--- src/rtl/window_extremum_tracker.sv ---
// Windowed min/max/count tracker: publishes each window's extrema and sample
// count with a one-cycle strobe and exposes the running extrema as a live view.
module window_extremum_tracker #(
    parameter int unsigned DATA_W        = 9,
    parameter int unsigned WINDOW_CYCLES = 100_000_000,
    parameter int unsigned CNT_W         = 32,
    parameter bit          SIGNED        = 1'b0
) (
    input  logic              clock,
    input  logic              rst,
    input  logic              clr,
    input  logic              wren,
    input  logic [DATA_W-1:0] data,
    output logic [DATA_W-1:0] win_min,
    output logic [DATA_W-1:0] win_max,
    output logic [CNT_W-1:0]  win_count,
    output logic              win_empty,
    output logic              win_valid,
    output logic [DATA_W-1:0] live_min,
    output logic [DATA_W-1:0] live_max
);
    // Window counter is sized from the window length so it cannot alias when
    // CNT_W is narrower than the window; the sample count still saturates.
    localparam int unsigned       WCNT_W   = $clog2(WINDOW_CYCLES);
    localparam logic [WCNT_W-1:0] WLAST    = WCNT_W'(WINDOW_CYCLES - 1);
    localparam logic [DATA_W-1:0] ONES     = '1;
    localparam logic [DATA_W-1:0] MIN_SENT = SIGNED ? (ONES >> 1) : ONES;
    localparam logic [DATA_W-1:0] MAX_SENT = SIGNED ? ~(ONES >> 1) : '0;

    function automatic logic less(input logic [DATA_W-1:0] a, input logic [DATA_W-1:0] b);
        if (SIGNED) return $signed(a) < $signed(b);
        return a < b;
    endfunction

    logic [WCNT_W-1:0] wcnt_q, wcnt_d;
    logic              last_d;
    logic [DATA_W-1:0] data_q;
    logic              wren_q;
    logic              last_q;
    logic [DATA_W-1:0] run_min_q, run_max_q;
    logic [CNT_W-1:0]  run_cnt_q;
    logic [DATA_W-1:0] min_d, max_d;
    logic [CNT_W-1:0]  cnt_d;
    logic [DATA_W-1:0] win_min_q, win_max_q;
    logic [CNT_W-1:0]  win_count_q;
    logic              win_empty_q;
    logic              win_valid_q;

    always_comb begin
        min_d = run_min_q;
        if (wren_q && less(data_q, run_min_q)) min_d = data_q;
        max_d = run_max_q;
        if (wren_q && less(run_max_q, data_q)) max_d = data_q;
        cnt_d = run_cnt_q;
        if (wren_q && (run_cnt_q != '1)) cnt_d = run_cnt_q + CNT_W'(1);
        last_d = (wcnt_q == WLAST);
        wcnt_d = last_d ? '0 : wcnt_q + WCNT_W'(1);
    end

    always_ff @(posedge clock) begin
        if (rst) begin
            wcnt_q      <= '0;
            data_q      <= '0;
            wren_q      <= 1'b0;
            last_q      <= 1'b0;
            run_min_q   <= MIN_SENT;
            run_max_q   <= MAX_SENT;
            run_cnt_q   <= '0;
            win_min_q   <= MIN_SENT;
            win_max_q   <= MAX_SENT;
            win_count_q <= '0;
            win_empty_q <= 1'b1;
            win_valid_q <= 1'b0;
        end else if (clr) begin
            // Dropping last_q here is what suppresses a publish on a coinciding last cycle.
            wcnt_q      <= '0;
            data_q      <= data;
            wren_q      <= 1'b0;
            last_q      <= 1'b0;
            run_min_q   <= MIN_SENT;
            run_max_q   <= MAX_SENT;
            run_cnt_q   <= '0;
            win_valid_q <= 1'b0;
        end else begin
            wcnt_q      <= wcnt_d;
            data_q      <= data;
            wren_q      <= wren;
            last_q      <= last_d;
            win_valid_q <= last_q;
            if (last_q) begin
                win_min_q   <= min_d;
                win_max_q   <= max_d;
                win_count_q <= cnt_d;
                win_empty_q <= (cnt_d == '0);
                run_min_q   <= MIN_SENT;
                run_max_q   <= MAX_SENT;
                run_cnt_q   <= '0;
            end else begin
                run_min_q <= min_d;
                run_max_q <= max_d;
                run_cnt_q <= cnt_d;
            end
        end
    end

    assign win_min   = win_min_q;
    assign win_max   = win_max_q;
    assign win_count = win_count_q;
    assign win_empty = win_empty_q;
    assign win_valid = win_valid_q;
    assign live_min  = run_min_q;
    assign live_max  = run_max_q;

endmodule

--- config.mk ---
export PLATFORM = sky130hd
export DESIGN_NAME = window_extremum_tracker
export DESIGN_NICKNAME = d
export VERILOG_FILES = /design/src/rtl/window_extremum_tracker.sv
export SDC_FILE = /design/constraint.sdc
export NUM_CORES = 1
export LEC_CHECK = 0
export CAP_MARGIN = 0
export CORE_MARGIN = 8
export CORE_UTILIZATION = 45
export CTS_BUF_LIST = sky130_fd_sc_hd__clkbuf_16
export CTS_CLUSTER_SIZE = 20
export DETAILED_ROUTE_END_ITERATION = 8
export GPL_TIMING_DRIVEN = 0
export PLACE_DENSITY = 0.78
export SLEW_MARGIN = 20
export SYNTH_ARGS = -nofsm -noshare
export SYNTH_HDL_FRONTEND = slang
export SYNTH_SLANG_ARGS = --single-unit
export TNS_END_PERCENT = 20
--- constraint.sdc ---
create_clock -name clock -period 2.6 [get_ports clock]
set_clock_uncertainty 0.15 [all_clocks]
set_input_delay 0.52 -clock clock [delete_from_list [all_inputs] [get_ports clock]]
set_output_delay 0.52 -clock clock [all_outputs]
set_load 0.01 [all_outputs]
=== Word-level counts from Yosys, hierarchy flattened ===
Index checks and enable logic that the tools add are counted.

* Register bits: 140
* Output and inout bits: 70
* Logic and storage cells: 30

* $add $sub $neg: 2
* $lt $le $gt $ge: 2
* Eq/ne operators: 2
* Muxes and demuxes: 3
* Bitwise logic cells: 1
* Reduce and logical (&&, ||, !) cells: 8

{| class="wikitable"
|+ Operator list
! kind !! number
|-
| adder 32 x 1 -> 32 bit, second input constant || 1
|-
| zero test 32 bit || 1
|-
| two-way mux 32 bit || 1
|-
| inequality test 32 bit, second input constant || 1
|-
| adder 27 x 1 -> 27 bit, second input constant || 1
|-
| == test 27 bit, second input constant || 1
|-
| less-than comparator 9 bit || 2
|-
| two-way mux 9 bit || 2
|-
| OR reduction 3 bit || 2
|-
| logical AND 1 bit || 3
|-
| AND reduction 2 bit || 1
|-
| OR reduction 2 bit || 1
|-
| NOT 1 bit || 1
|}

=== Depth between registers and ports, before layout ===
Gate-level depths: netlist (run 1).

* Depth after elaboration: 4
* Depth in mapped cells: 11
* Gate-level depth less buffers: 9

=== Worst setup path before layout (run 1) ===
No wires, ideal clock.

* Path type: register to register
* Start point: reg run_min_q[1], in the netlist live_min[1]
* End point: reg run_min_q[1], in the netlist live_min[1]
* Arrival time: 2,053 ps
* Data required time: 2,284 ps
* Slack: 232 ps
* Stages on the path, launching flop included: 11
* Path buffers: 1
* Clock period less this slack: 2,368 ps
* Cells stage by stage: dfxtp_1 inv_1 ha_1 a21o_1 a21o_1 a21o_1 a211oi_1 o21ai_0 nand2_1 buf_2 o211ai_1

* Word-level cells in the longest chain between the ends: 3

{| class="wikitable"
|+ RTL lines
! item !! RTL line !! RTL
|-
| start, declared || 40 || <nowiki>logic [DATA_W-1:0] run_min_q, run_max_q;</nowiki>
|-
| start signal, assigned || 99 || <nowiki>run_min_q <= min_d;</nowiki>
|-
| less-than comparator 9 bit || 32 || <nowiki>return a < b;</nowiki>
|-
| logical AND 1 bit || 51 || <nowiki>if (wren_q && less(data_q, run_min_q)) min_d = data_q;</nowiki>
|-
| two-way mux 9 bit (*) || 51 ||
|}

Mark *: on every way between the ends. The rest lies on a longest branch, timed or not.
A chain may end at the register's enable or synchronous reset.

=== Final worst setup path (run 1) ===
* Start point: reg run_cnt_q[0]
* End point: reg win_empty_q, in the netlist win_empty

* Word-level cells in the longest chain between the ends: 4
* Elaborated cells on any way between the ends: 5
* Classes of those cells: add/sub: 1; eq/ne: 1; mux: 1; reduce/logical: 2

{| class="wikitable"
|+ RTL lines
! item !! RTL line !! RTL
|-
| start, declared || 41 || <nowiki>logic [CNT_W-1:0] run_cnt_q;</nowiki>
|-
| start signal, assigned || 101 || <nowiki>run_cnt_q <= cnt_d;</nowiki>
|-
| parallel branches: the longest is 2 deep, another holds adder 32 x 1 -> 32 bit || - ||
|-
| two-way mux 32 bit (*) || 55 || <nowiki>if (wren_q && (run_cnt_q != '1)) cnt_d = run_cnt_q + CNT_W'(1);</nowiki>
|-
| zero test 32 bit (*) || 94 || <nowiki>win_empty_q <= (cnt_d == '0);</nowiki>
|-
| end signal, assigned || 94 ||
|-
| end, declared || 46 || <nowiki>logic win_empty_q;</nowiki>
|}

Every way passes the cells marked *.

==> results of run 1 <==
power by group through the flow:
stage | Sequential (mW) | Clock [mW] | Combinational, mW
after global routing | 2.19 | 2.48 | 0.210
after detailed placement | 2.23 | 0 | 0.180
after global placement | 2.23 | 0 | 0.177
final | 2.19 | 2.37 | 0.193
after CTS | 2.19 | 2.38 | 0.182
after floorplan | 2.23 | 0 | 0.107
layer usage:
layer / vias to the layer above / routed length (um)
met4: 0 / 238
met5: - / 0
li1: 2769 / -
met1: 2666 / 7531
met3: 26 / 1224
met2: 188 / 8169
cell usage in the layout, fill, tap and decap left out, drive strengths merged, types with 6 or more instances in the layout:
cell type	count
dfxtp	140
nor2	119
clkdlybuf4s50	82
a211oi	48
clkbuf	46
nor3	43
nand2	32
inv	27
xnor2	27
nand3	27
o21ai	23
xor2	23
ha	18
buf	18
nand4	17
or3	16
and3	16
and4	14
and2	12
nor2b	10
mux2i	10
a21oi	9
o211ai	8
nor4	7
a21o	6
clkinv	6
Yosys cell counts, types with 11 or more instances:
master	count
a211oi_1	48
and3_1	12
and4_1	11
clkbuf_1	26
dfxtp_1	140
ha_1	18
inv_1	25
nand2_1	32
nand3_1	26
nand4_1	16
nor2_1	119
nor3_1	41
o21ai_0	21
or3_1	16
xnor2_1	25
xor2_1	23
cell families (layout without fill, tap and decap cells):
logic type | Yosys count | count (layout) | synth area share [%]
multiplexers | 10 | 10 | 1.570
AND/OR/NAND/NOR | 326 | 326 | 26.47
flip-flops | 140 | 140 | 43.96
buffers and inverters | 66 | 186 | 4.690
adder cells (fa/ha/maj) | 18 | 18 | 3.532
AO/OA/AOI/OAI | 112 | 112 | 12.68
XOR/XNOR | 50 | 50 | 7.104
flip-flops by register name, indices dropped and copies added (netlist names):
signal / count
wren_q: 1
run_cnt_q: 32
wcnt_q: 27
win_empty: 1
win_valid: 1
data_q: 9
live_max: 9
win_max: 9
live_min: 9
win_count: 32
last_q: 1
win_min: 9
critical path: stages (launching register included):
cell      delay (ps)
dfxtp_1          410
ha_1             200
and4_1           200
nand3_1          190
o31ai_4          410
nor4_1           120
xnor2_1          300
o2111a_1         240
nand4_1           80
o21ai_1          120
per-stage QoR:
step,total power [mW],cells
2_1_floorplan,2.333,722
3_3_place_gp,2.410,984
3_5_place_dp,2.413,984
4_1_cts,4.745,1016
5_1_grt,4.876,1022
6_report,4.748,1022
path summary, 6_finish.rpt:
check | endpoint | slack [ps]
worst max-delay path | win_empty | 120
worst min-delay path | win_count[6] | 320
worst max register to register | win_empty | 120
worst min register to register | win_count[6] | 320
layout make-up:
| type | count | area, um2 |
|---|---|---|
| sequential | 140 | 2805 |
| buffer | 41 | 215.2 |
| fill | 1202 | 5739 |
| clock buffer | 17 | 425.4 |
| clock inverter | 15 | 147.6 |
| inverter | 25 | 93.84 |
| multi-input combinational | 516 | 3363 |
| tap | 180 | 225.2 |
| timing repair buffer | 88 | 865.8 |
timing repair:
action / in CTS / in global routing
buffers inserted: 0 / 6
cloned: 0 / 0
resized for setup: 3 / 20
endpoints found under the setup margin: 10 / 32
hold endpoints to repair: 0 / 0
pin swaps: 0 / 5
==> impl_results.rst, run 1 <==
.. list-table::
   :header-rows: 1

   * - Metric
     - Value
   * - Sinks on the clock net
     - 140
   * - Wire length of the first global-routing pass
     - 26.45 mm
   * - Core area
     - 13880 um2
   * - Top cell type by total area after synthesis
     - dfxtp_1
   * - Total number of H-tree levels
     - 4
   * - CTS Hold Buffers Added
     - 0
   * - P_leak
     - 2.888 nW
   * - WP data required
     - 2810 ps
   * - Worst-case setup slack after placement
     - -367.0 ps
   * - Post-route worst setup slack
     - 115.7 ps
   * - Max Freq
     - 402.5 MHz
   * - Wire length reported by the detailed router
     - 17.16 mm
   * - Total half-perimeter wirelength after legalization and detailed placement
     - 12.38 mm
   * - Fraction of layout instances using a drive strength above 1
     - 10.81%
   * - Hold Slack
     - 319.2 ps
   * - Met2 Resource Use GR
     - 29.11%
   * - Busiest layer in global routing
     - met2
   * - Via-per-instance ratio
     - 5.527
   * - First-pass iteration count of the detailed router
     - 5
   * - Fraction of met1 tracks used by global routing
     - 22.74%
   * - Post-synthesis to final-layout area growth
     - 27.69%
   * - Worst reg2reg startpoint
     - run_cnt_q[0]
   * - CTS clock-pin slew for the worst setup and hold paths
     - 60 ps
   * - Aggregate negative setup slack
     - 0 ps
   * - Final design utilization
     - 58.65%
   * - Instance count along the most critical hold path
     - 2
   * - Final estimated routing congestion in global placement
     - 0.8740
   * - Outcome
     - finished clean
   * - Number of unique standard cell types used by synthesis
     - 61
   * - Standard-cell rows
     - 43
   * - Floorplan die width
     - 135.0 um
   * - Synth top area share
     - 43.96%
   * - Part of the power in the clock network
     - 49.9%
   * - Pins over their slew limit
     - 0
   * - DRC violation count after routing
     - 0
   * - CTS max path bufs
     - 2
   * - Capturing element type of the critical path
     - flip-flop
   * - Die area
     - 18230 um2
   * - Yosys warning total
     - 0
   * - Part of the power in registers
     - 46.1%
   * - Antenna diodes
     - 0
   * - Total congestion overflow
     - 0
   * - Number of storage elements in the synthesis netlist
     - 140
   * - Post-route ant nets
     - 0
   * - Fraction of power spent switching nets
     - 23.16%
   * - Routed wirelength normalized by instance count
     - 16.79 um
   * - Initial standard-cell utilization of the core
     - 45.93%
   * - Net load switching power
     - 1.100 mW
   * - Finish-stage setup viols
     - 0
   * - R2R depth
     - 9
   * - Hold/Removal Path Class
     - reg2reg
   * - Sequential element share of the synthesized area
     - 43.96%
   * - Global Route Usage Sum
     - 18.10%
   * - Post-route cell area
     - 8142 um2
   * - Fraction of the cycle the final worst path needs
     - 95.55%
   * - Normalized max-slew margin
     - 53.50%
   * - Origin of the worst min-delay path
     - win_count[6]
   * - Total I/O pin count
     - 83
   * - Initial antenna violation count
     - 0
   * - Met3 GRT Util
     - 4.458%
   * - EDFF count, synth
     - 0
   * - Crit. Startpoint
     - run_cnt_q[0]
   * - Mapped cell area
     - 6376 um2
   * - Die height
     - 135.0 um
   * - Largest net degree at the start of global routing
     - 17
   * - Clock latency on the worst-skew pair
     - 430 ps
   * - Maximum vdd drop
     - 0.4413 mV
   * - Pwr Density
     - 583.1 nW/um2
   * - Async set-or-reset flop fraction in the synthesized netlist
     - 0%
   * - Routed vias
     - 5649
   * - Final Hold Fails
     - 0
   * - Predominant post-synthesis flop cell
     - dfxtp_1
   * - Number of DRC markers after the initial detailed-route iteration
     - 516
   * - Post-synth net total
     - 753
   * - IO buf count
     - 82
   * - Final critical path time including I/O delays and setup
     - 2484 ps
   * - Cell count after synthesis
     - 722
   * - CTS tree
     - built
   * - Mean Syn Cell Area
     - 8.831 um2
   * - Area contributors post-synth
     - dfxtp_1 44%, nor2_1 7.0%, a211oi_1 5.7%, ha_1 3.5%, xnor2_1 3.4%
   * - Worst Tran Pin Value
     - 693.7 ps
   * - Final net count
     - 860
   * - Crit path max fanout
     - 6
   * - P_int
     - 3.648 mW
   * - Setup crit start kind
     - flip-flop
   * - Maximum Capacitance Violations
     - 0
   * - Clock Root Buffer
     - clkbuf_16
   * - Number of CTS-inserted buffers
     - 17
   * - Via count of the first global-routing pass
     - 5277
   * - Kind of critical path
     - reg2reg
   * - Placed Instance Area
     - 7422 um2
   * - Arrival time at the worst endpoint
     - 2700 ps
   * - Share of power burned in combinational logic
     - 4.1%
Note: power is estimated with default switching activity, not from simulation.
==> inputs of run 2 (changes only) <==
--- a/config.mk
+++ b/config.mk
@@ -5,6 +5,7 @@
 export SDC_FILE = /design/constraint.sdc
 export NUM_CORES = 1
 export LEC_CHECK = 0
+export ABC_AREA = 1
 export CAP_MARGIN = 0
 export CORE_MARGIN = 8
 export CORE_UTILIZATION = 45
==> run 2 against run 1 <==
  * Fmax rose by 1.4%
  * Synthesized area rose by 6.8%
  * Die area rose by 6.0%
  * Critical endpoint is now wcnt_q[20]
  * Routed wire length rose by 7.5%
  * Power rose by 3.3%
  * Via count rose by 16%
==> impl_results.rst, run 2 <==
.. list-table::
   :header-rows: 1

   * - Metric
     - Value
   * - Number of DRC markers after the initial detailed-route iteration
     - 422 (-18%)
   * - Largest incremental delay on the critical path
     - 400 ps (about the same)
   * - Normalized max-slew margin
     - 40.19% (-13 points)
   * - Routed vias
     - 6566 (+16%)
   * - Finished Layout Cells
     - 1297 (+27%)
   * - Standard-cell rows
     - 45 (+4.7%)
   * - First-pass iteration count of the detailed router
     - 5 (unchanged)
   * - Initial antenna violation count
     - 0 (unchanged)
   * - Mapped cell area
     - 6812 um2 (+6.8%)
   * - CTS Hold Buffers Added
     - 0 (unchanged)
   * - Via count of the first global-routing pass
     - 6245 (+18%)
   * - Cell count after synthesis
     - 995 (+38%)
   * - Kind of critical path
     - reg2reg
   * - Die area
     - 19330 um2 (+6.0%)
   * - CP bufs+invs
     - 3 (+3)
   * - Clock Root Buffer
     - clkbuf_16
   * - Worst reg2reg startpoint
     - wcnt_q[0]
   * - CTS clock-pin slew for the worst setup and hold paths
     - 60 ps (about the same)
   * - Max Freq
     - 408.1 MHz (+1.4%)
   * - Via-per-instance ratio
     - 5.062 (-8.4%)
   * - Maximum Capacitance Violations
     - 0 (unchanged)
   * - Capturing element type of the critical path
     - flip-flop
   * - Sequential element share of the synthesized area
     - 41.15% (-2.8 points)
   * - Final estimated routing congestion in global placement
     - 0.9180 (+5.0%)
   * - Crit-path cells
     - ha_1 -> nand2_1 -> nor3_1 -> nand2_1 -> inv_1 -> nand2_1 -> inv_1 -> nand4_1 -> nand2_2 -> clkbuf_4 -> nor3_1
   * - Initial standard-cell utilization of the core
     - 45.48% (-0.45 points)
   * - Largest net degree at the start of global routing
     - 17 (unchanged)
   * - CTS tree
     - built
   * - Area contributors post-synth
     - dfxtp_1 41%, nand2_1 14%, inv_1 8.2%, nor2_1 7.8%, o211ai_1 4.1%
   * - Setup crit start kind
     - flip-flop
   * - Fraction of the cycle the final worst path needs
     - 94.24% (-1.3 points)
   * - CTS max path bufs
     - 2 (unchanged)
   * - Core area
     - 14980 um2 (+7.9%)
   * - Commonest cells after routing, fill and taps aside
     - 252 x nand2_1, 150 x inv_1, 139 x nor2_1, 139 x dfxtp_1, 82 x clkdlybuf4s50_1
   * - Most used cell, CP
     - nand2_1
   * - Predominant post-synthesis flop cell
     - dfxtp_1
   * - Die height
     - 139.0 um (+3.0%)
   * - Post-synthesis to final-layout area growth
     - 25.39%
   * - Yosys warning total
     - 0 (unchanged)
   * - Number of CTS-inserted buffers
     - 17 (unchanged)
   * - Final critical path time including I/O delays and setup
     - 2450 ps (-33.99 ps)
   * - Hold/Removal Path Class
     - reg2reg
   * - Antenna diodes
     - 0 (unchanged)
   * - Floorplan die width
     - 139.0 um (+3.0%)
   * - Most common cell after layout, fill and taps aside
     - nand2_1
   * - Number of unique standard cell types used by synthesis
     - 38 (-38%)
   * - Total half-perimeter wirelength after legalization and detailed placement
     - 13.57 mm (+9.6%)
   * - Routed wirelength normalized by instance count
     - 14.22 um (-15%)
   * - Crit. Startpoint
     - wcnt_q[0]
   * - DRC violation count after routing
     - 0 (unchanged)
   * - Most common cell in the synthesized netlist
     - nand2_1
   * - Wire length of the first global-routing pass
     - 30.39 mm (+15%)
   * - Aggregate negative setup slack
     - 0 ps (unchanged)
   * - Async set-or-reset flop fraction in the synthesized netlist
     - 0% (unchanged)
   * - Worst Tran Pin Value
     - 893.2 ps (+199.5 ps)
   * - Total I/O pin count
     - 83 (unchanged)
   * - Outcome
     - finished clean
   * - Post-layout total power
     - 4.902 mW (+3.3%)
   * - Family with the most delay on the worst path
     - simple AND/OR/NAND/NOR gates
   * - EDFF count, synth
     - 0 (unchanged)
   * - Crit path max fanout
     - 10 (+4)
   * - Arrival time at the worst endpoint
     - 2610 ps (-90 ps)
   * - Uppermost signal routing layer after detailed routing
     - met4
   * - Slowest stage cell, crit path
     - dfxtp_1
   * - Met2 Routed Length
     - 8.564 mm (+4.8%)
   * - Total setup buffers inserted after CTS
     - 0 (unchanged)
   * - IO buf count
     - 82 (unchanged)
   * - Clock latency on the worst-skew pair
     - 430 ps (about the same)
   * - Finish-stage setup viols
     - 0 (unchanged)
   * - Final Hold Fails
     - 0 (unchanged)
   * - Maximum vdd drop
     - 0.4340 mV (-1.7%)
   * - Final design utilization
     - 57.03% (-1.6 points)
   * - Top cell type by total area after synthesis
     - dfxtp_1
   * - Met3 WL post-DR
     - 1.324 mm (+8.2%)
   * - Pins over their slew limit
     - 0 (unchanged)
   * - Wire length reported by the detailed router
     - 18.44 mm (+7.5%)
   * - Mean Syn Cell Area
     - 6.846 um2 (-22%)
   * - Met1 WL
     - 8.255 mm (+9.6%)
   * - P_leak
     - 3.578 nW (+24%)
   * - Number of storage elements in the synthesis netlist
     - 140 (unchanged)
   * - Number of instances in the placed design
     - 1265 (+29%)
   * - Origin of the worst min-delay path
     - win_min[0]
   * - Synth top area share
     - 41.15% (-2.8 points)
   * - Post-synth net total
     - 1026 (+36%)
   * - Global Route Usage Sum
     - 19.28% (+1.2 points)
   * - WP data required
     - 2760 ps (-50 ps)
   * - Pwr Density
     - 574.0 nW/um2 (-1.6%)
   * - Final net count
     - 1127 (+31%)
   * - Most instantiated cells after synthesis
     - 253 x nand2_1, 148 x inv_1, 142 x nor2_1
   * - Post-route ant nets
     - 0 (unchanged)
   * - Total congestion overflow
     - 0 (unchanged)
   * - Fraction of layout instances using a drive strength above 1
     - 6.222% (-4.6 points)
   * - Sinks on the clock net
     - 140 (unchanged)
   * - Total number of H-tree levels
     - 4 (unchanged)
==> run 2: changes by cell type in the layout (fill, tap and decap cells not counted), moves of 13 or more <==
cell	before	now
o21ai_0	21	34
nand3_1	24	44
nor2_1	119	139
o211ai_1	8	37
nor3_1	39	12
or3_1	16	1
inv_1	25	150
a211oi_1	47	0
xnor2_1	25	3
nand2_1	30	252
a21oi_1	8	46
==> run 2: routing by layer <==
layer  up-vias  track usage [%]
met2       194            31.93
met3        24            6.127
li1       3373                -
met5         -                0
met4         0            6.297
met1      2975            23.24
==> run 2: path summary, 6_finish.rpt <==
kind | to | slack (ps) | depth (start not counted)
min | win_min[0] | 330 | 2
max | wcnt_q[20] | 150 | 11
min reg2reg | win_min[0] | 330 | 2
max reg2reg | wcnt_q[20] | 150 | 11
==> run 2: cell families after synthesis <==
kind of cell             after synthesis  synth area share, %
AND/OR/NAND/NOR                      515                32.49
buffers and inverters                182                10.45
flip-flops                           140                41.15
AO/OA/AOI/OAI                        127                10.93
adder cells (fa/ha/maj)               18                3.306
XOR/XNOR                              13                1.672
==> run 2: worst reg2reg max path: cells and delay by family (launching register included) <==
family                     cells  cell delay [ps]
DFF                            1              400
buffers and inverters          3              430
adders and majority gates      1              200
and+or+nand+nor                7             1150
==> run 2: layout make-up <==
cell class                 instances  area (um2)
fill                            1371        6436
multi-input combinational        673        3342
sequential                       140        2804
timing repair buffer              82       820.8
inverter                         150       563.0
clock buffer                      17       425.4
tap                              188       235.2
clock inverter                    15       196.4
buffer                            32       153.9
==> run 2: what timing repair did <==
item	in CTS	in global routing
resized for setup	1	14
setup endpoints to repair	10	80
pin swaps	0	0
==> run 2: metrics by stage <==
step | hold WS (ps) | setup WS [ps] | area (um2)
finish | 328.7 | 149.7 | 8541
global route | 358.5 | -20.51 | 8541
CTS | 323.9 | 75.85 | 8493
detailed placement | 307.4 | -384.6 | 7868
global placement | 303.2 | -347.6 | 7868
floorplan | 281.5 | 401.0 | 6812
==> run 2: power by group <==
group          switching [mW]  internal (mW)  total [mW]
registers              0.0162           2.16        2.18
logic                   0.100         0.0553       0.155
clock network           0.965           1.61        2.57
total                    1.08           3.82        4.90
